==> src/rtl/vblank_dma_pkg.sv <==
// Shared types and constants for the vblank copy engine.
package vblank_dma_pkg;

  typedef enum logic [1:0] {
    ST_IDLE = 2'd0,
    ST_REQ  = 2'd1,
    ST_RD   = 2'd2,
    ST_WR   = 2'd3
  } state_t;

  // Address map regions commonly used as source / destination.
  localparam logic [15:0] RAM_BASE = 16'h0000;
  localparam logic [15:0] TB_BASE  = 16'hF000;
  localparam logic [15:0] SPR_BASE = 16'hEFF0;

  // Bus direction encoding for rw.
  localparam logic RW_READ  = 1'b0;
  localparam logic RW_WRITE = 1'b1;

endpackage

==> src/rtl/vblank_dma_trigger.sv <==
// Trigger qualification for the copy engine: vsync rising-edge detect,
// start/vsync merge, and a latch remembering which source launched the
// current transfer (only vsync-launched transfers may be aborted by vsync).
module vblank_dma_trigger #(
  parameter int AUTO_VSYNC = 1
) (
  input  logic clk,
  input  logic reset,
  input  logic i_vsync,
  input  logic i_enable,
  input  logic i_start,
  input  logic i_idle,
  output logic o_trigger,
  output logic o_vs_mode
);

  logic r_vsync_q;
  logic r_vs_mode;
  logic w_vs_rise;
  logic w_vs_trig;

  assign w_vs_rise = i_vsync & ~r_vsync_q;
  assign w_vs_trig = (AUTO_VSYNC != 0) & i_enable & w_vs_rise;
  assign o_trigger = i_idle & (i_start | w_vs_trig);
  assign o_vs_mode = r_vs_mode;

  // Delayed vsync for edge detection.
  always_ff @(posedge clk or posedge reset) begin
    if (reset) r_vsync_q <= 1'b0;
    else       r_vsync_q <= i_vsync;
  end

  // Remember trigger source; start wins when both arrive together.
  always_ff @(posedge clk or posedge reset) begin
    if (reset)          r_vs_mode <= 1'b0;
    else if (o_trigger) r_vs_mode <= ~i_start;
  end

endmodule

==> src/rtl/vblank_dma.sv <==
// Bus-master block copy engine. Copies len bytes from src to dst, one
// read/write pair per two cycles while granted, triggered by software
// start or by a vsync rising edge.
module vblank_dma
  import vblank_dma_pkg::*;
#(
  parameter int LEN_W      = 11,
  parameter int AUTO_VSYNC = 1
) (
  input  logic             clk,
  input  logic             reset,
  input  logic             i_vsync,
  input  logic             i_enable,
  input  logic             i_start,
  input  logic [15:0]      i_src,
  input  logic [15:0]      i_dst,
  input  logic [LEN_W-1:0] i_len,
  input  logic             i_gnt,
  input  logic [7:0]       i_din,
  output logic             o_req,
  output logic [15:0]      o_addr,
  output logic [7:0]       o_data,
  output logic             o_rw,
  output logic             o_busy,
  output logic             o_done,
  output logic             o_overrun
);

  state_t           r_state, w_state_nxt;
  logic [15:0]      r_src, w_src_nxt;
  logic [15:0]      r_dst, w_dst_nxt;
  logic [LEN_W-1:0] r_rem, w_rem_nxt;
  logic [15:0]      r_addr, w_addr_nxt;
  logic [7:0]       r_data, w_data_nxt;
  logic             r_rw, w_rw_nxt;
  logic             r_req, w_req_nxt;
  logic             r_busy, w_busy_nxt;
  logic             r_done, w_done_nxt;
  logic             r_overrun, w_overrun_nxt;
  logic             r_abort_pend, w_abort_pend_nxt;

  logic w_idle;
  logic w_trigger;
  logic w_vs_mode;
  logic w_abort_now;
  logic w_abort;

  assign w_idle = (r_state == ST_IDLE);

  vblank_dma_trigger #(
    .AUTO_VSYNC (AUTO_VSYNC)
  ) u_trigger (
    .clk       (clk),
    .reset     (reset),
    .i_vsync   (i_vsync),
    .i_enable  (i_enable),
    .i_start   (i_start),
    .i_idle    (w_idle),
    .o_trigger (w_trigger),
    .o_vs_mode (w_vs_mode)
  );

  // A vsync low seen during RD is remembered so the following WR still exits.
  assign w_abort_now = w_vs_mode & ~i_vsync;
  assign w_abort     = w_abort_now | r_abort_pend;

  // State and registered bus outputs.
  always_ff @(posedge clk or posedge reset) begin
    if (reset) begin
      r_state      <= ST_IDLE;
      r_src        <= '0;
      r_dst        <= '0;
      r_rem        <= '0;
      r_addr       <= '0;
      r_data       <= '0;
      r_rw         <= RW_READ;
      r_req        <= 1'b0;
      r_busy       <= 1'b0;
      r_done       <= 1'b0;
      r_overrun    <= 1'b0;
      r_abort_pend <= 1'b0;
    end else begin
      r_state      <= w_state_nxt;
      r_src        <= w_src_nxt;
      r_dst        <= w_dst_nxt;
      r_rem        <= w_rem_nxt;
      r_addr       <= w_addr_nxt;
      r_data       <= w_data_nxt;
      r_rw         <= w_rw_nxt;
      r_req        <= w_req_nxt;
      r_busy       <= w_busy_nxt;
      r_done       <= w_done_nxt;
      r_overrun    <= w_overrun_nxt;
      r_abort_pend <= w_abort_pend_nxt;
    end
  end

  // Copy sequencing: next state and next register values.
  always_comb begin
    w_state_nxt      = r_state;
    w_src_nxt        = r_src;
    w_dst_nxt        = r_dst;
    w_rem_nxt        = r_rem;
    w_addr_nxt       = r_addr;
    w_data_nxt       = r_data;
    w_rw_nxt         = r_rw;
    w_req_nxt        = r_req;
    w_busy_nxt       = r_busy;
    w_done_nxt       = 1'b0;
    w_overrun_nxt    = r_overrun;
    w_abort_pend_nxt = r_abort_pend;

    case (r_state)
      ST_IDLE: begin
        if (w_trigger) begin
          w_src_nxt        = i_src;
          w_dst_nxt        = i_dst;
          w_rem_nxt        = i_len;
          w_overrun_nxt    = 1'b0;
          w_abort_pend_nxt = 1'b0;
          if (i_len == '0) begin
            w_done_nxt = 1'b1;
          end else begin
            w_busy_nxt  = 1'b1;
            w_req_nxt   = 1'b1;
            w_rw_nxt    = RW_READ;
            w_state_nxt = ST_REQ;
          end
        end
      end

      ST_REQ: begin
        w_rw_nxt = RW_READ;
        if (w_abort) begin
          w_req_nxt     = 1'b0;
          w_busy_nxt    = 1'b0;
          w_done_nxt    = 1'b1;
          w_overrun_nxt = 1'b1;
          w_state_nxt   = ST_IDLE;
        end else if (i_gnt) begin
          w_addr_nxt  = r_src;
          w_state_nxt = ST_RD;
        end
      end

      ST_RD: begin
        if (w_abort_now) w_abort_pend_nxt = 1'b1;
        if (!i_gnt) begin
          w_rw_nxt    = RW_READ;
          w_state_nxt = ST_REQ;
        end else begin
          w_data_nxt  = i_din;
          w_addr_nxt  = r_dst;
          w_rw_nxt    = RW_WRITE;
          w_state_nxt = ST_WR;
        end
      end

      ST_WR: begin
        w_src_nxt = r_src + 16'd1;
        w_dst_nxt = r_dst + 16'd1;
        w_rem_nxt = r_rem - LEN_W'(1);
        w_rw_nxt  = RW_READ;
        if ((r_rem == LEN_W'(1)) || w_abort) begin
          w_req_nxt   = 1'b0;
          w_busy_nxt  = 1'b0;
          w_done_nxt  = 1'b1;
          w_state_nxt = ST_IDLE;
          if (r_rem != LEN_W'(1)) w_overrun_nxt = 1'b1;
        end else if (i_gnt) begin
          w_addr_nxt  = r_src + 16'd1;
          w_state_nxt = ST_RD;
        end else begin
          w_state_nxt = ST_REQ;
        end
      end

      default: w_state_nxt = ST_IDLE;
    endcase
  end

  assign o_req     = r_req;
  assign o_addr    = r_addr;
  assign o_data    = r_data;
  assign o_rw      = r_rw;
  assign o_busy    = r_busy;
  assign o_done    = r_done;
  assign o_overrun = r_overrun;

endmodule

==> config.mk <==
export PLATFORM = sky130hd
export DESIGN_NAME = vblank_dma
export DESIGN_NICKNAME = d
export VERILOG_FILES = /design/src/rtl/vblank_dma_pkg.sv /design/src/rtl/vblank_dma_trigger.sv /design/src/rtl/vblank_dma.sv
export SDC_FILE = /design/constraint.sdc
export NUM_CORES = 1
export LEC_CHECK = 0
export CELL_PAD_IN_SITES_DETAIL_PLACEMENT = 1
export CELL_PAD_IN_SITES_GLOBAL_PLACEMENT = 2
export CORE_MARGIN = 2
export CORE_UTILIZATION = 32
export CTS_BUF_LIST = sky130_fd_sc_hd__clkbuf_8
export CTS_CLUSTER_SIZE = 24
export DETAILED_ROUTE_END_ITERATION = 6
export GPL_ROUTABILITY_DRIVEN = 0
export PLACE_DENSITY_LB_ADDON = 0.1
export SETUP_SLACK_MARGIN = 0.4
export SLEW_MARGIN = 30
export SYNTH_ARGS = -nofsm -noshare
export SYNTH_HDL_FRONTEND = slang
export SYNTH_HIERARCHICAL = 1
export SYNTH_SLANG_ARGS = --single-unit
==> constraint.sdc <==
create_clock -name clk -period 3.03 [get_ports clk]
set_input_delay 0.303 -clock clk [delete_from_list [all_inputs] [get_ports clk]]
set_output_delay 0.303 -clock clk [all_outputs]
set_load 0.01 [all_outputs]
; ---- Word-level counts from Yosys, hierarchy flattened
; Cells that the tools add are included.
[word_totals]
word_cells = 99
output_inout_bits = 29
in_bits = 57
regBits = 76
[op_classes]
add_sub_neg = 3
bitwise_logic = 9
mux = 41
n_reduce_logical = 16
eq_ne = 17
[ops]
columns = cell, n
row1 = 2-to-1 mux 16 bit, 7
row2 = case mux 16 bit (2 select lines), 2
row3 = case mux 16 bit (3 select lines), 1
row4 = "adder 16 x 1 -> 16 bit, second input constant", 2
row5 = "inequality test 2 bit, second input constant", 11
row6 = case mux 11 bit (2 select lines), 1
row7 = 2-to-1 mux 1 bit, 16
row8 = 2-to-1 mux 2 bit, 7
row9 = case mux 1 bit (3 select lines), 4
row10 = "equality test 11 x 1 -> 1 bit, second input constant", 1
row11 = zero test 11 bit, 1
row12 = 2-to-1 mux 11 bit, 1
row13 = "inequality test 11 x 1 -> 1 bit, second input constant", 1
row14 = "subtractor 11 x 1 -> 11 bit, second input constant", 1
row15 = AND reduction 5 bit, 2
row16 = case mux 2 bit (4 select lines), 1
row17 = AND reduction 2 bit, 3
row18 = AND reduction 3 bit, 2
row19 = AND reduction 6 bit, 1
row20 = nonzero test 3 bit, 2
row21 = AND 1 bit, 4
row22 = "equality test 2 bit, second input constant", 2
row23 = nonzero test 2 bit, 2
row24 = "inequality test 3 bit, second input constant", 1
row25 = 7 further kinds, 10

; ---- Depth between registers and ports, before layout
[logic_depth]
ltp_word = 7
depth_mapped = 10
mapped_depth_nobuf = 7

; ---- Cells and area by module
; Netlist, hierarchy kept.
[by_module_without_submodules]
columns = module, instances, area_each_um2, seq_area_each_um2, cells_per_inst
row1 = vblank_dma, 1, 4350.4, 1851.8, 508
row2 = vblank_dma_trigger, 1, 88.8, 50.0, 7

; ---- Least setup slack after synthesis
; No wires, ideal clock.
[synth_path]
path_kind = reg-to-reg
start = reg r_state[0]
end = reg r_rem[1]
period_less_slack_ps = 1975
t_required_ps = 2897
arrival_time_ps = 1842
path_stages_with_launch = 11
setup_time_ps = 133
slack_ps = 1055
n_path_buf = 3
cell_sequence = dfrtp_1 -> buf_2 -> nor2_1 -> o21a_1 -> buf_2 -> nand2b_1 -> nor2_1 -> buf_2 -> nor2_1 -> a211oi_1 -> a21oi_1
[synth_between]
elab_chain_len = 4
word_cells_on_any_way = 7
classes_between = eq/ne (2) / mux (1) / bitwise (1) / reduce/logical (3)
[synth_lines]
columns = element, line_no
row1 = start: declaration, vblank_dma.sv:29  ; state_t r_state, w_state_nxt;
row2 = start signal: assignment, vblank_dma.sv:83  ; r_state <= w_state_nxt;
row3 = zero test 2 bit, vblank_dma.sv:48  ; assign w_idle = (r_state == ST_IDLE);
row4 = net w_idle, vblank_dma.sv:42  ; logic w_idle;
row5 = AND 1 bit, vblank_dma_trigger.sv:24  ; assign o_trigger = i_idle & (i_start | w_vs_trig);
row6 = net w_trigger, vblank_dma.sv:43  ; logic w_trigger;
row7 = inequality test 2 bit (no source line), --
row8 = AND reduction 2 bit (no source line), --
row9 = end signal: assignment, vblank_dma.sv:86  ; r_rem <= w_rem_nxt;
row10 = end: declaration, vblank_dma.sv:32  ; logic [LEN_W-1:0] r_rem, w_rem_nxt;
; The timed path passes the listed nets, and every way through them passes these cells.
; A chain may end at the register's enable or synchronous reset.

; ---- Final worst setup path
[layout_path]
start = reg r_state[0]
end = reg r_addr[10] (netlist: o_addr[10])
[layout_between]
elab_chain_len = 3
word_cells_on_any_way = 11
classes_between = eq/ne (8) / mux (1) / reduce/logical (2)
[layout_lines]
columns = element, line_no
row1 = equality test 2 bit / equality test 2 x 1 -> 1 bit (equally long branches), vblank_dma.sv:113  ; case (r_state)
row2 = inequality test 2 bit (no source line) / nonzero test 3 bit (equally long branches), --
row3 = AND reduction 6 bit (no source line), --
row4 = end signal: assignment, vblank_dma.sv:87  ; r_addr <= w_addr_nxt;
row5 = end: declaration, vblank_dma.sv:33  ; logic [15:0] r_addr, w_addr_nxt;
; Parallel ways exist; a longest one is shown, timed or not.

==> impl_metrics.csv <==
group,metric,value,unit
final_layout,diodes,0,
setup_path,r2r_start,"r_state[0]",
routing,drtAntennaViolNets,0,
logic_synthesis,yosys.cell_types.count,66,
pwr,irDropWorstVdd,0.000336,V
setup_path,worst-path-stages,5,
sta,skew,0.0130,ns
clock_tree,cts_inserted_buffers,9,
routing,drcViolationCount,0,
clock_tree,cts_hold_buf,0,
setup_path,ff2ff_path_depth,5,
final_layout,drive_gt1_frac,0.0983,
routing,wire_per_inst,20.5,µm
logic_synthesis,postSynthCellCount,515,
routing,drt_iter0_drc,279,
floorplanning,die_h,122,µm
clock_tree,cts.sinks,76,
final_layout,instances_no_fill,780,
place,dp.cells,764,
setup_path,reg2reg_to,"o_addr[10]",
sta,max_slew_margin,0.529,
final_layout,fillers,1636,
logic_synthesis,synth_edf_count,0,
logic_synthesis,syn-num-nets,576,
setup_path,path_class,"reg -> reg",
floorplanning,ios,86,
grt,grt_pass1_vias,4490,
outcome,status,"finished clean",
routing,vias_per_cell,5.61,
floorplanning,die-area,14800,µm²
sta,tns,0,ns
floorplanning,row_count,43,
setup_path,slowest_delay,0.56,ns
final_layout,nets,656,
pwr,power.density,1020,nW/µm²
setup_path,crit_path_end_kind,"flop",
floorplanning,die_w,122,µm
clock_tree,root_buffer,"clkbuf_8",
routing,wl,16.0,mm
routing,vias,4373,
floorplanning,core,13700,µm²
setup_path,crit_slowest_cell,"dfrtp_2",
clock_tree,cts_resized,0,
final_layout,postLayoutCoreUtil,0.415,
flow_run,drv_cap,0,
routing,dr.pass1.iters,4,
setup_path,critPathLaunchType,"flop",
setup_path,path_cells,"nor4bb_2 -> nand4_1 -> nand4b_2 -> inv_1 -> o22a_1",
sta,setup_violations,0,
clock_tree,cts_tree,"built",
sta,period_needed,2.42,ns
logic_synthesis,avgSynthCellArea,8.62,µm²
clock_tree,clk_path_buf_depth,2,
sta,grt_setup_unrepaired,"no",
clock_tree,post_cts_buffers,0,
clock_tree,clk_latency,0.38,ns
logic_synthesis,ys_seq_area_frac,0.428,
grt,grt_max_degree,49,
floorplanning,start_util,0.324,
logic_synthesis,synth_flop_cell,"dfrtp_1",
place,portBuffers,85,
setup_path,reg2reg_slack,0.61,ns
grt,groute.usage.overall,0.226,
sta,period_share,0.798,
sta,slew_viol_final,0,
grt,grt_overflow_total,0,
setup_path,cp.required,3.30,ns
grt,antenna_found_initial,0,
setup_path,crit_family,"simple AND/OR/NAND/NOR gates",
pwr,p_leak,2.28,nW
final_layout,synthToLayoutAreaGrowth,28.3,%
logic_synthesis,async_flop_share,1.00,
logic_synthesis,netlist_area,4440,µm²
logic_synthesis,synth-seq-cells,76,
sta,worstMarginPinSlew,0.706,ns
setup_path,crit_arrival,2.69,ns
logic_synthesis,synth-warning-count,6,
place,hpwlAfterDp,11.3,mm
setup_path,endpoint,"o_addr[10]",
sta,hold_violations,0,
sta,fmax,0.414,GHz
grt,grt_pass1_wl,25.4,mm
min_path,hp-class,"in -> async",
setup_path,worstPathMaxFanout,19,
setup_path,cp_num_buf_inv,1,
setup_path,startpoint,"r_state[0]",
clock_tree,clkTransAtPathRegs,0.09,ns
clock_tree,h-tree-depth,3,
## cell usage in the layout (no fill, tap or decap), types with 3 or more instances in the layout
| cell | Yosys | routed |
|---|---|---|
| a211o_1 | 5 | 5 |
| a211oi_1 | 6 | 6 |
| a21o_1 | 5 | 5 |
| a21oi_1 | 39 | 39 |
| a221o_1 | 3 | 3 |
| a221oi_1 | 5 | 5 |
| a22oi_1 | 4 | 4 |
| a2bb2oi_1 | 3 | 3 |
| a31oi_1 | 5 | 5 |
| and3_1 | 12 | 12 |
| and4_1 | 5 | 5 |
| buf_4 | 3 | 20 |
| clkbuf_8 | 0 | 12 |
| clkdlybuf4s50_1 | 0 | 85 |
| dfrtp_1 | 76 | 75 |
| ha_1 | 4 | 4 |
| inv_1 | 15 | 15 |
| mux2_2 | 8 | 8 |
| mux2i_1 | 3 | 3 |
| nand2_1 | 47 | 47 |
| nand2b_1 | 4 | 4 |
| nand3_1 | 25 | 25 |
| nand4_1 | 10 | 10 |
| nor2_1 | 53 | 53 |
| nor2b_1 | 6 | 6 |
| nor3_1 | 16 | 16 |
| nor3b_1 | 3 | 3 |
| nor4_1 | 8 | 8 |
| o21ai_0 | 47 | 47 |
| o221a_2 | 5 | 5 |
| o22ai_1 | 13 | 13 |
| o32ai_1 | 3 | 3 |
## power by group
group,total [mW],internal (mW),switching [mW]
logic,2.90,1.31,1.59
registers,2.12,1.50,0.614
clock network,0.789,0.361,0.428
total,5.80,3.17,2.63
## registers in the layout, summed over array words and instances, names as in the netlist
register and count:
u_trigger/o_vs_mode 1, o_addr 16, r_abort_pend 1, u_trigger/r_vsync_q 1
r_state 2, r_src 16, o_data 8, o_done 1
o_overrun 1, r_dst 16, o_rw 1, o_busy 1
r_rem 11
## worst min-delay path by stage
stage              start                   to  slack, ns  cells after the start
6_report           reset  u_trigger/o_vs_mode       0.12                      2
5_1_grt            reset  u_trigger/o_vs_mode       0.14                      2
4_1_cts            reset  u_trigger/o_vs_mode       0.12                      2
3_5_place_dp   o_addr[7]            o_addr[7]       0.47                      1
3_3_place_gp   o_addr[2]            o_addr[2]       0.46                      1
2_1_floorplan      reset  u_trigger/o_vs_mode       0.04                      1
## cell type report
type / count / area (µm²) / area share
tap: 180 / 225 / 0.0395
clock inverter: 4 / 23.8 / 0.00417
multi-input combinational: 387 / 2320 / 0.407
sequential: 76 / 1900 / 0.334
inverter: 16 / 60.1 / 0.0105
timing repair buffer: 105 / 1000 / 0.176
clock buffer: 12 / 165 / 0.0290
## stage by stage
stage	total power, mW	worst slack (ns)	area, µm²	hold slack (ns)
final	5.80	0.613	5700	0.121
after global routing	6.26	0.431	5700	0.143
after CTS	5.83	0.645	5700	0.116
after detailed placement	5.03	0.488	5510	0.467
after global placement	4.96	0.549	5510	0.459
after floorplan	3.79	0.845	4440	0.0442
## worst register-to-register path: cells and delay by family, from the launching register on
kind	cells	cell delay, ns
and+or+nand+nor	3	1.25
buffers and inverters	1	0.24
AOI/OAI and AO/OA	1	0.25
DFF	1	0.56
## logic make-up after synthesis
kind of cell | after synthesis | share of synthesized area
buf+inv | 52 | 0.0496
mux | 11 | 0.0271
compound gates | 166 | 0.244
flops | 76 | 0.428
xor+xnor | 4 | 0.00789
simple gates | 202 | 0.232
fa+ha+maj | 4 | 0.0113
## Yosys cell counts (6+ instances only)
cell      count  area (µm²)
a211oi_1      6        45.0
a21oi_1      39         195
and3_1       12        75.1
buf_2        10        50.1
clkbuf_1     19        71.3
dfrtp_1      76        1900
inv_1        15        56.3
mux2_2        8        90.1
nand2_1      47         176
nand3_1      25         125
nand4_1      10        62.6
nor2_1       53         199
nor2b_1       6        37.5
nor3_1       16        80.1
nor4_1        8        50.1
o21ai_0      47         235
o22ai_1      13        81.3
## metal layers
layer / part of all wire / routed length (µm) / track usage / up-vias
li1: - / - / - / 2069
met2: 0.48 / 7680 / 0.373 / 92
met4: 0.016 / 256 / 0.0761 / 0
met1: 0.46 / 7390 / 0.306 / 2198
met5: 0 / 0 / 0 / -
met3: 0.040 / 632 / 0.0281 / 14
Power figures use the tool's default switching activity.
